**src/rtl/mi_shared_arbiter.sv**
```systemverilog
// mi_shared_arbiter: round-robin arbiter sharing one MI slave between MASTERS
// MI masters. Read owners are kept in an in-order ID FIFO so every DRDY/DRD
// response is routed back to the master that issued the read.
// Optional feature: define MI_ARB_TIMEOUT_EN to synthesise a response
// (DRD = 0xDEADDEAD) when a read stays unanswered for TIMEOUT_CYCLES.
module mi_shared_arbiter #(
  parameter int MASTERS        = 3,
  parameter int MI_DATA_WIDTH  = 32,
  parameter int MI_ADDR_WIDTH  = 32,
  parameter int RD_OUTSTANDING = 4,
  parameter int TIMEOUT_CYCLES = 1024
) (
  input  logic                               CLK,
  input  logic                               RESET_N,
  input  logic [MASTERS*MI_DATA_WIDTH-1:0]   RX_MI_DWR,
  input  logic [MASTERS*MI_ADDR_WIDTH-1:0]   RX_MI_ADDR,
  input  logic [MASTERS*MI_DATA_WIDTH/8-1:0] RX_MI_BE,
  input  logic [MASTERS-1:0]                 RX_MI_RD,
  input  logic [MASTERS-1:0]                 RX_MI_WR,
  output logic [MASTERS-1:0]                 RX_MI_ARDY,
  output logic [MASTERS*MI_DATA_WIDTH-1:0]   RX_MI_DRD,
  output logic [MASTERS-1:0]                 RX_MI_DRDY,
  output logic [MI_DATA_WIDTH-1:0]           TX_MI_DWR,
  output logic [MI_ADDR_WIDTH-1:0]           TX_MI_ADDR,
  output logic [MI_DATA_WIDTH/8-1:0]         TX_MI_BE,
  output logic                               TX_MI_RD,
  output logic                               TX_MI_WR,
  input  logic                               TX_MI_ARDY,
  input  logic [MI_DATA_WIDTH-1:0]           TX_MI_DRD,
  input  logic                               TX_MI_DRDY,
  output logic                               ERR_UNEXP_DRDY,
  output logic                               ERR_TIMEOUT
);

  localparam int GW = $clog2(MASTERS);
  localparam int PW = $clog2(RD_OUTSTANDING);
  localparam int BW = MI_DATA_WIDTH / 8;
  localparam logic [GW-1:0] LAST_IDX   = GW'(MASTERS - 1);
  localparam logic [PW:0]   FIFO_DEPTH = (PW + 1)'(RD_OUTSTANDING);

  if (MASTERS < 2 || MASTERS > 8) begin : g_chk_masters
    $error("mi_shared_arbiter: MASTERS must be in 2..8");
  end
  if (RD_OUTSTANDING < 2 || (RD_OUTSTANDING & (RD_OUTSTANDING - 1)) != 0) begin : g_chk_depth
    $error("mi_shared_arbiter: RD_OUTSTANDING must be a power of 2, >= 2");
  end
  if (TIMEOUT_CYCLES < 2) begin : g_chk_timeout
    $error("mi_shared_arbiter: TIMEOUT_CYCLES must be >= 2");
  end

  typedef enum logic {ST_IDLE, ST_BUSY} state_t;

  state_t              state_q, state_d;
  logic [GW-1:0]       grant_q, grant_d, rr_q, rr_d;
  logic [MASTERS-1:0]  elig;
  logic                pick_valid;
  logic [GW-1:0]       pick_idx;
  logic                g_rd, g_wr;
  logic [MI_ADDR_WIDTH-1:0] g_addr;
  logic [MI_DATA_WIDTH-1:0] g_dwr;
  logic [BW-1:0]       g_be;
  logic                push, pop;

  logic [GW-1:0]       id_mem [RD_OUTSTANDING];
  logic [PW-1:0]       wr_ptr_q, rd_ptr_q;
  logic [PW:0]         count_q;
  logic                fifo_empty, fifo_full;
  logic [GW-1:0]       head_id;

  logic                resp_valid, unexp_drdy, err_unexp_q;
  logic [MI_DATA_WIDTH-1:0] resp_data;

  assign fifo_empty = (count_q == '0);
  assign fifo_full  = (count_q == FIFO_DEPTH);
  assign head_id    = id_mem[rd_ptr_q];

  // A read request (even combined with a write) cannot win while the FIFO is full.
  assign elig = (RX_MI_RD | RX_MI_WR) & ~(RX_MI_RD & {MASTERS{fifo_full}});

  // Round-robin pick: first eligible index at or after rr_q, wrapping around.
  always_comb begin
    // NOTE: every always_comb output gets a default first so no path can infer a latch.
    pick_valid = 1'b0;
    pick_idx   = '0;
    // Downward scans leave the lowest index; the at-or-after scan overrides the wrapped one.
    for (int i = MASTERS - 1; i >= 0; i--) begin
      if (elig[i] && i < int'(rr_q)) begin
        pick_valid = 1'b1;
        pick_idx   = GW'(i);
      end
    end
    for (int i = MASTERS - 1; i >= 0; i--) begin
      if (elig[i] && i >= int'(rr_q)) begin
        pick_valid = 1'b1;
        pick_idx   = GW'(i);
      end
    end
  end

  // Select the request fields of the currently granted master.
  always_comb begin
    g_rd   = 1'b0;
    g_wr   = 1'b0;
    g_addr = '0;
    g_dwr  = '0;
    g_be   = '0;
    for (int i = 0; i < MASTERS; i++) begin
      if (grant_q == GW'(i)) begin
        g_rd   = RX_MI_RD[i];
        g_wr   = RX_MI_WR[i];
        g_addr = RX_MI_ADDR[i*MI_ADDR_WIDTH +: MI_ADDR_WIDTH];
        g_dwr  = RX_MI_DWR[i*MI_DATA_WIDTH +: MI_DATA_WIDTH];
        g_be   = RX_MI_BE[i*BW +: BW];
      end
    end
  end

  // FSM next state, slave request outputs and per-master address-ready.
  always_comb begin
    state_d    = state_q;
    grant_d    = grant_q;
    rr_d       = rr_q;
    push       = 1'b0;
    TX_MI_ADDR = '0;
    TX_MI_DWR  = '0;
    TX_MI_BE   = '0;
    TX_MI_RD   = 1'b0;
    TX_MI_WR   = 1'b0;
    RX_MI_ARDY = '0;
    case (state_q)
      ST_IDLE: begin
        if (pick_valid) begin
          grant_d = pick_idx;
          state_d = ST_BUSY;
        end
      end
      ST_BUSY: begin
        TX_MI_ADDR = g_addr;
        TX_MI_DWR  = g_dwr;
        TX_MI_BE   = g_be;
        TX_MI_RD   = g_rd;
        TX_MI_WR   = g_wr;
        for (int i = 0; i < MASTERS; i++) begin
          RX_MI_ARDY[i] = TX_MI_ARDY && (grant_q == GW'(i));
        end
        if (!g_rd && !g_wr) begin
          // Master withdrew its request: abandon the grant, keep the pointer.
          state_d = ST_IDLE;
        end else if (TX_MI_ARDY) begin
          push    = g_rd;
          rr_d    = (grant_q == LAST_IDX) ? '0 : grant_q + 1'b1;
          state_d = ST_IDLE;
        end
      end
      default: state_d = ST_IDLE;
    endcase
  end

  // Arbiter state registers.
  always_ff @(posedge CLK or negedge RESET_N) begin
    if (!RESET_N) begin
      // NOTE: sequential state uses non-blocking assignments so all registers update together.
      state_q <= ST_IDLE;
      grant_q <= '0;
      rr_q    <= '0;
    end else begin
      state_q <= state_d;
      grant_q <= grant_d;
      rr_q    <= rr_d;
    end
  end

  // Outstanding-read FIFO pointers and occupancy; pointers wrap naturally.
  always_ff @(posedge CLK or negedge RESET_N) begin
    if (!RESET_N) begin
      wr_ptr_q <= '0;
      rd_ptr_q <= '0;
      count_q  <= '0;
    end else begin
      if (push) wr_ptr_q <= wr_ptr_q + 1'b1;
      if (pop)  rd_ptr_q <= rd_ptr_q + 1'b1;
      case ({push, pop})
        2'b10:   count_q <= count_q + 1'b1;
        2'b01:   count_q <= count_q - 1'b1;
        default: count_q <= count_q;
      endcase
    end
  end

  // FIFO storage holding the owner index of each outstanding read.
  // NOTE: the storage array has no reset; entries are only read once count_q says they are valid.
  always_ff @(posedge CLK) begin
    if (push) id_mem[wr_ptr_q] <= grant_q;
  end

`ifdef MI_ARB_TIMEOUT_EN
  localparam int TW   = $clog2(TIMEOUT_CYCLES + 1);
  localparam int REPS = (MI_DATA_WIDTH + 31) / 32;
  localparam logic [REPS*32-1:0]       DEAD_WIDE = {REPS{32'hDEADDEAD}};
  localparam logic [MI_DATA_WIDTH-1:0] DEAD_WORD = DEAD_WIDE[MI_DATA_WIDTH-1:0];

  logic [TW-1:0] tmo_cnt_q;
  logic [PW:0]   tmo_pend_q;
  logic          err_tmo_q, discard, real_route, fire;

  // Late responses of timed-out reads are swallowed before any routing.
  assign discard    = TX_MI_DRDY & (tmo_pend_q != '0);
  assign real_route = TX_MI_DRDY & ~discard & ~fifo_empty;
  assign unexp_drdy = TX_MI_DRDY & ~discard & fifo_empty;
  assign fire       = ~fifo_empty & ~real_route & (tmo_cnt_q == TW'(TIMEOUT_CYCLES - 1));
  assign resp_valid = real_route | fire;
  assign resp_data  = fire ? DEAD_WORD : TX_MI_DRD;
  assign ERR_TIMEOUT = err_tmo_q;

  // Head-of-FIFO wait counter and count of responses still owed by the slave.
  always_ff @(posedge CLK or negedge RESET_N) begin
    if (!RESET_N) begin
      tmo_cnt_q  <= '0;
      tmo_pend_q <= '0;
      err_tmo_q  <= 1'b0;
    end else begin
      tmo_cnt_q <= (pop || fifo_empty) ? '0 : tmo_cnt_q + 1'b1;
      case ({fire, discard})
        2'b10:   tmo_pend_q <= tmo_pend_q + 1'b1;
        2'b01:   tmo_pend_q <= tmo_pend_q - 1'b1;
        default: tmo_pend_q <= tmo_pend_q;
      endcase
      if (fire) err_tmo_q <= 1'b1;
    end
  end
`else
  assign unexp_drdy  = TX_MI_DRDY & fifo_empty;
  assign resp_valid  = TX_MI_DRDY & ~fifo_empty;
  assign resp_data   = TX_MI_DRD;
  assign ERR_TIMEOUT = 1'b0;
`endif

  assign pop = resp_valid;

  // Route the response to the FIFO head owner; every other master sees zero.
  always_comb begin
    RX_MI_DRDY = '0;
    RX_MI_DRD  = '0;
    for (int i = 0; i < MASTERS; i++) begin
      if (resp_valid && head_id == GW'(i)) begin
        RX_MI_DRDY[i] = 1'b1;
        RX_MI_DRD[i*MI_DATA_WIDTH +: MI_DATA_WIDTH] = resp_data;
      end
    end
  end

  // Sticky flag for a response arriving with no read outstanding.
  always_ff @(posedge CLK or negedge RESET_N) begin
    if (!RESET_N)        err_unexp_q <= 1'b0;
    else if (unexp_drdy) err_unexp_q <= 1'b1;
  end

  assign ERR_UNEXP_DRDY = err_unexp_q;

endmodule

```
**config.mk**
```make
export PLATFORM = sky130hd
export DESIGN_NAME = mi_shared_arbiter
export DESIGN_NICKNAME = d
export VERILOG_FILES = /design/src/rtl/mi_shared_arbiter.sv
export SDC_FILE = /design/constraint.sdc
export NUM_CORES = 1
export LEC_CHECK = 0
export BUFFER_PORTS_ARGS = -buffer_cell sky130_fd_sc_hd__clkbuf_2
export CORE_AREA = 2 2 165 167
export DETAILED_ROUTE_END_ITERATION = 16
export DIE_AREA = 0 0 167 169
export SYNTH_ARGS = -nofsm -noshare
export SYNTH_HDL_FRONTEND = slang
export SYNTH_SLANG_ARGS = --single-unit
```
**constraint.sdc**
```tcl
create_clock -name CLK -period 2.3 [get_ports CLK]
set_input_delay 0 -clock CLK [delete_from_list [all_inputs] [get_ports CLK]]
set_output_delay 0 -clock CLK [all_outputs]
set_load 0.02 [all_outputs]
```
==> run_results.csv <==
group,metric,value,unit
synthesis,netlist.area_leader.share,20.2,%
setup_path,cp_max_fo,8,
synthesis,yosysTopAreaCell,"mux2i_1",
timing,timing.fmax,468,MHz
setup_path,cp_top_family,"adder cells",
grt,grt_pass1_vias,4703,
pwr,pwr-share-seq,10.6,%
setup_path,r2r_cells,10,
pwr,p_per_area,1050,nW/um^2
placement,dp_slack,0.183,ns
pwr,p_switching,3620,uW
setup_path,setup.worst_path.end_class,"register",
final_layout,final_cell_mix,"418 x clkbuf_2, 143 x nor2_1, 99 x and2_1",
synthesis,synth_fp_nets,755,
setup_path,r2r-end,"count_q[2]$_DFFE_PN0P_",
clock_tree,clk_path_buf_depth,2,
clock_tree,cts-root-buf,"clkbuf_16",
floorplanning,core_region_area,26500,sq um
floorplanning,die_w,167,microns
synthesis,seq_area_frac_synth,16.1,%
setup_path,path_cells,"mux2i_1 -> o2bb2ai_1 -> and2b_1 -> inv_1 -> ha_1 -> inv_1 -> fa_1 -> xor2_1 -> nor2_1 -> xor2_1",
routing,wl_met3,1.24,mm
synthesis,synthesis.area,3520,sq um
final_layout,multiInputGateArea,2690,sq um
setup_path,critPathLaunchType,"register",
timing,grt_setup_unrepaired,"false",
timing,setup_viol,0,
routing,drt_iter0_drc,131,
synthesis,synth-seq-cells,21,
routing,drc_errors,0,
status,status,"finished clean",
pwr,ir_drop,0.529,mV
setup_path,setup.worst_path.class,"register to register",
synthesis,synth_cells,503,
timing,clock_skew,0.00173,ns
synthesis,synthArstFlopShare,61.9,%
timing,hold_viol,0,
timing,period_minus_slack,2.14,ns
final_layout,layout-drive-gt1-share,50.1,%
grt,overflow,0,
setup_path,crit_end,"count_q[2]$_DFFE_PN0P_",
floorplanning,io_pins,420,
clock_tree,clk_latency,0.25,ns
placement,dpl.hpwl,15.3,mm
synthesis,synth_edf_count,8,
synthesis,ys.flop_type,"dfrtp_1",
routing,ant_nets,0,
grt,grt_start_max_net_pins,71,
pwr,swShare,57.2,%
pwr,p_clk_share,5.7,%
clock_tree,cts_htree_levels,1,
synthesis,synth_cell_types,41,
routing,met2_length,9.46,mm
final_layout,register_area,571,sq um
final_layout,final_common_cell,"clkbuf_2",
job,cap_violations,0,
timing,tightest_slew,0.643,ns
pwr,comb_power_share,83.6,%
floorplanning,die_y,169,microns
placement,port_buffers,418,
setup_path,r2r_slack,0.16,ns
grt,antenna_found_initial,2,
grt,grt_pass1_wl,26.1,mm
synthesis,synth_area_leaders,"mux2i_1 20%, and2_1 18%, nor2_1 15%",
final_layout,nets,1152,
setup_path,critPathMaxStageDelay,0.54,ns
setup_path,cp_slowest_cell,"dfrtp_4",
routing,dr_total_vias,4878,
timing,finalCritPeriodShare,92.9,%
routing,wirelength_met1,6.60,mm
routing,wire_per_inst,14.0,microns
final_layout,area_delta_synth_final,72.0,%
placement,dp.cells,1233,
placement,gp_congestion,0.751,
final_layout,fin_cells,1241,
grt,grt_use_total,11.6,%
timing,drv_slew,0,
clock_tree,clkTransAtPathRegs,0.06,ns
floorplanning,rows,60,
routing,dr.pass1.iters,5,
routing,viasPerCell,3.93,
setup_path,cp.required,2.48,ns
setup_path,path_buf_inv,2,
clock_tree,cts_sinks,21,
routing,highest_layer,"met5",
final_layout,fillers,2961,
hold_path,hold_class,"input port to async pin",
setup_path,critical_path_depth,10,
routing,finalWirelength,17.4,mm
timing,timing.final.ws_setup,0.163,ns
synthesis,syn_avg_cell_area,7.00,sq um
setup_path,crit_start,"grant_q[0]$_DFFE_PN0P_",
pwr,p_leak,0.00338,uW
floorplanning,initial_core_util,13.3,%
clock_tree,cts_buffers,3,
setup_path,arrival,2.31,ns
synthesis,ys_warn_count,0,
timing,fin_tns_setup,0,ns
floorplanning,die_area,28200,sq um
clock_tree,tritoncts,"yes",
pwr,intPower,2710,uW
setup_path,r2r-start,"grant_q[0]$_DFFE_PN0P_",
timing,slew_headroom,57.0,%
pwr,fin_total_pwr,6330,uW
## state kept, by name, indices dropped and copies added, names as in the netlist
signal / flops
state_q: 1
ERR_UNEXP_DRDY: 1
count_q: 3
grant_q: 2
rd_ptr_q: 2
id_mem: 8
wr_ptr_q: 2
rr_q: 2
## metrics by stage
stage | cell area [sq um] | utilization (%) | hold WS [ns]
3_3_place_gp | 5940 | 22.4 | -0.0642
2_1_floorplan | 3520 | - | -0.296
4_1_cts | 6050 | 22.8 | 0.244
3_5_place_dp | 5940 | 22.4 | -0.0516
5_1_grt | 6050 | 22.8 | 0.263
6_report | 6050 | 22.8 | 0.233
## per-layer routing
layer / track usage, % / vias to the layer above
met3: 1.89 / 6
met1: 12.4 / 2138
met5: 0 / -
li1: - / 2454
met2: 24.2 / 278
met4: 1.42 / 2
## synthesized netlist by cell type, drive strengths merged, types with 2 or more instances
cell     count
edfxtp       8
nand2        2
a21o         4
nor2b        2
clkbuf      19
xnor2        4
mux4         2
mux2i       71
nor3         3
inv          9
ha           5
a21bo        2
and2       102
xor2         2
a21oi       69
nor3b        4
o21ai        2
dfrtp       13
o2bb2ai      2
buf         22
nor2       143
## power by group through the flow
stage | combinational (uW) | sequential (uW) | clock (uW)
after global routing | 5780 | 699 | 394
final | 5300 | 672 | 364
after CTS | 5410 | 672 | 381
after detailed placement | 5390 | 679 | 0
after floorplan | 3640 | 643 | 0
after global placement | 5350 | 671 | 0
## timing repair
action / CTS / global route
gates resized for setup: 0 / 0
endpoints found under the hold margin: 15 / 0
hold buffers: 3 / 0
buffers inserted: 0 / 0
## cells by family after synthesis
family,Yosys count,share of synthesized area (%)
compound gates,86,13.6
xor+xnor,6,1.49
fa+ha+maj,6,2.35
buf+inv,50,7.71
flops,21,16.1
mux,74,21.8
other cells,1,0.107
simple gates,259,36.9
## worst min-delay path by stage
stage,from,end,slack (ns)
CTS,RX_MI_RD[1],grant_q[1]$_DFFE_PN0P_,0.24
finish,RESET_N,wr_ptr_q[0]$_DFFE_PN0P_,0.23
floorplan,RESET_N,ERR_UNEXP_DRDY$_DFFE_PN0P_,-0.30
global route,RESET_N,wr_ptr_q[0]$_DFFE_PN0P_,0.26
global placement,RESET_N,wr_ptr_q[0]$_DFFE_PN0P_,-0.06
detailed placement,RESET_N,ERR_UNEXP_DRDY$_DFFE_PN0P_,-0.05
## cell type report
class,count,share of cell area [%]
multi-input cells,432,44.5
repair buffers,433,37.2
flip-flops and latches,21,9.42
well taps,341,7.05
inverters,9,0.558
diodes,1,0.0413
clock inverters,1,0.0827
clock buffers,3,1.24
(Power assumes the default switching activity.)
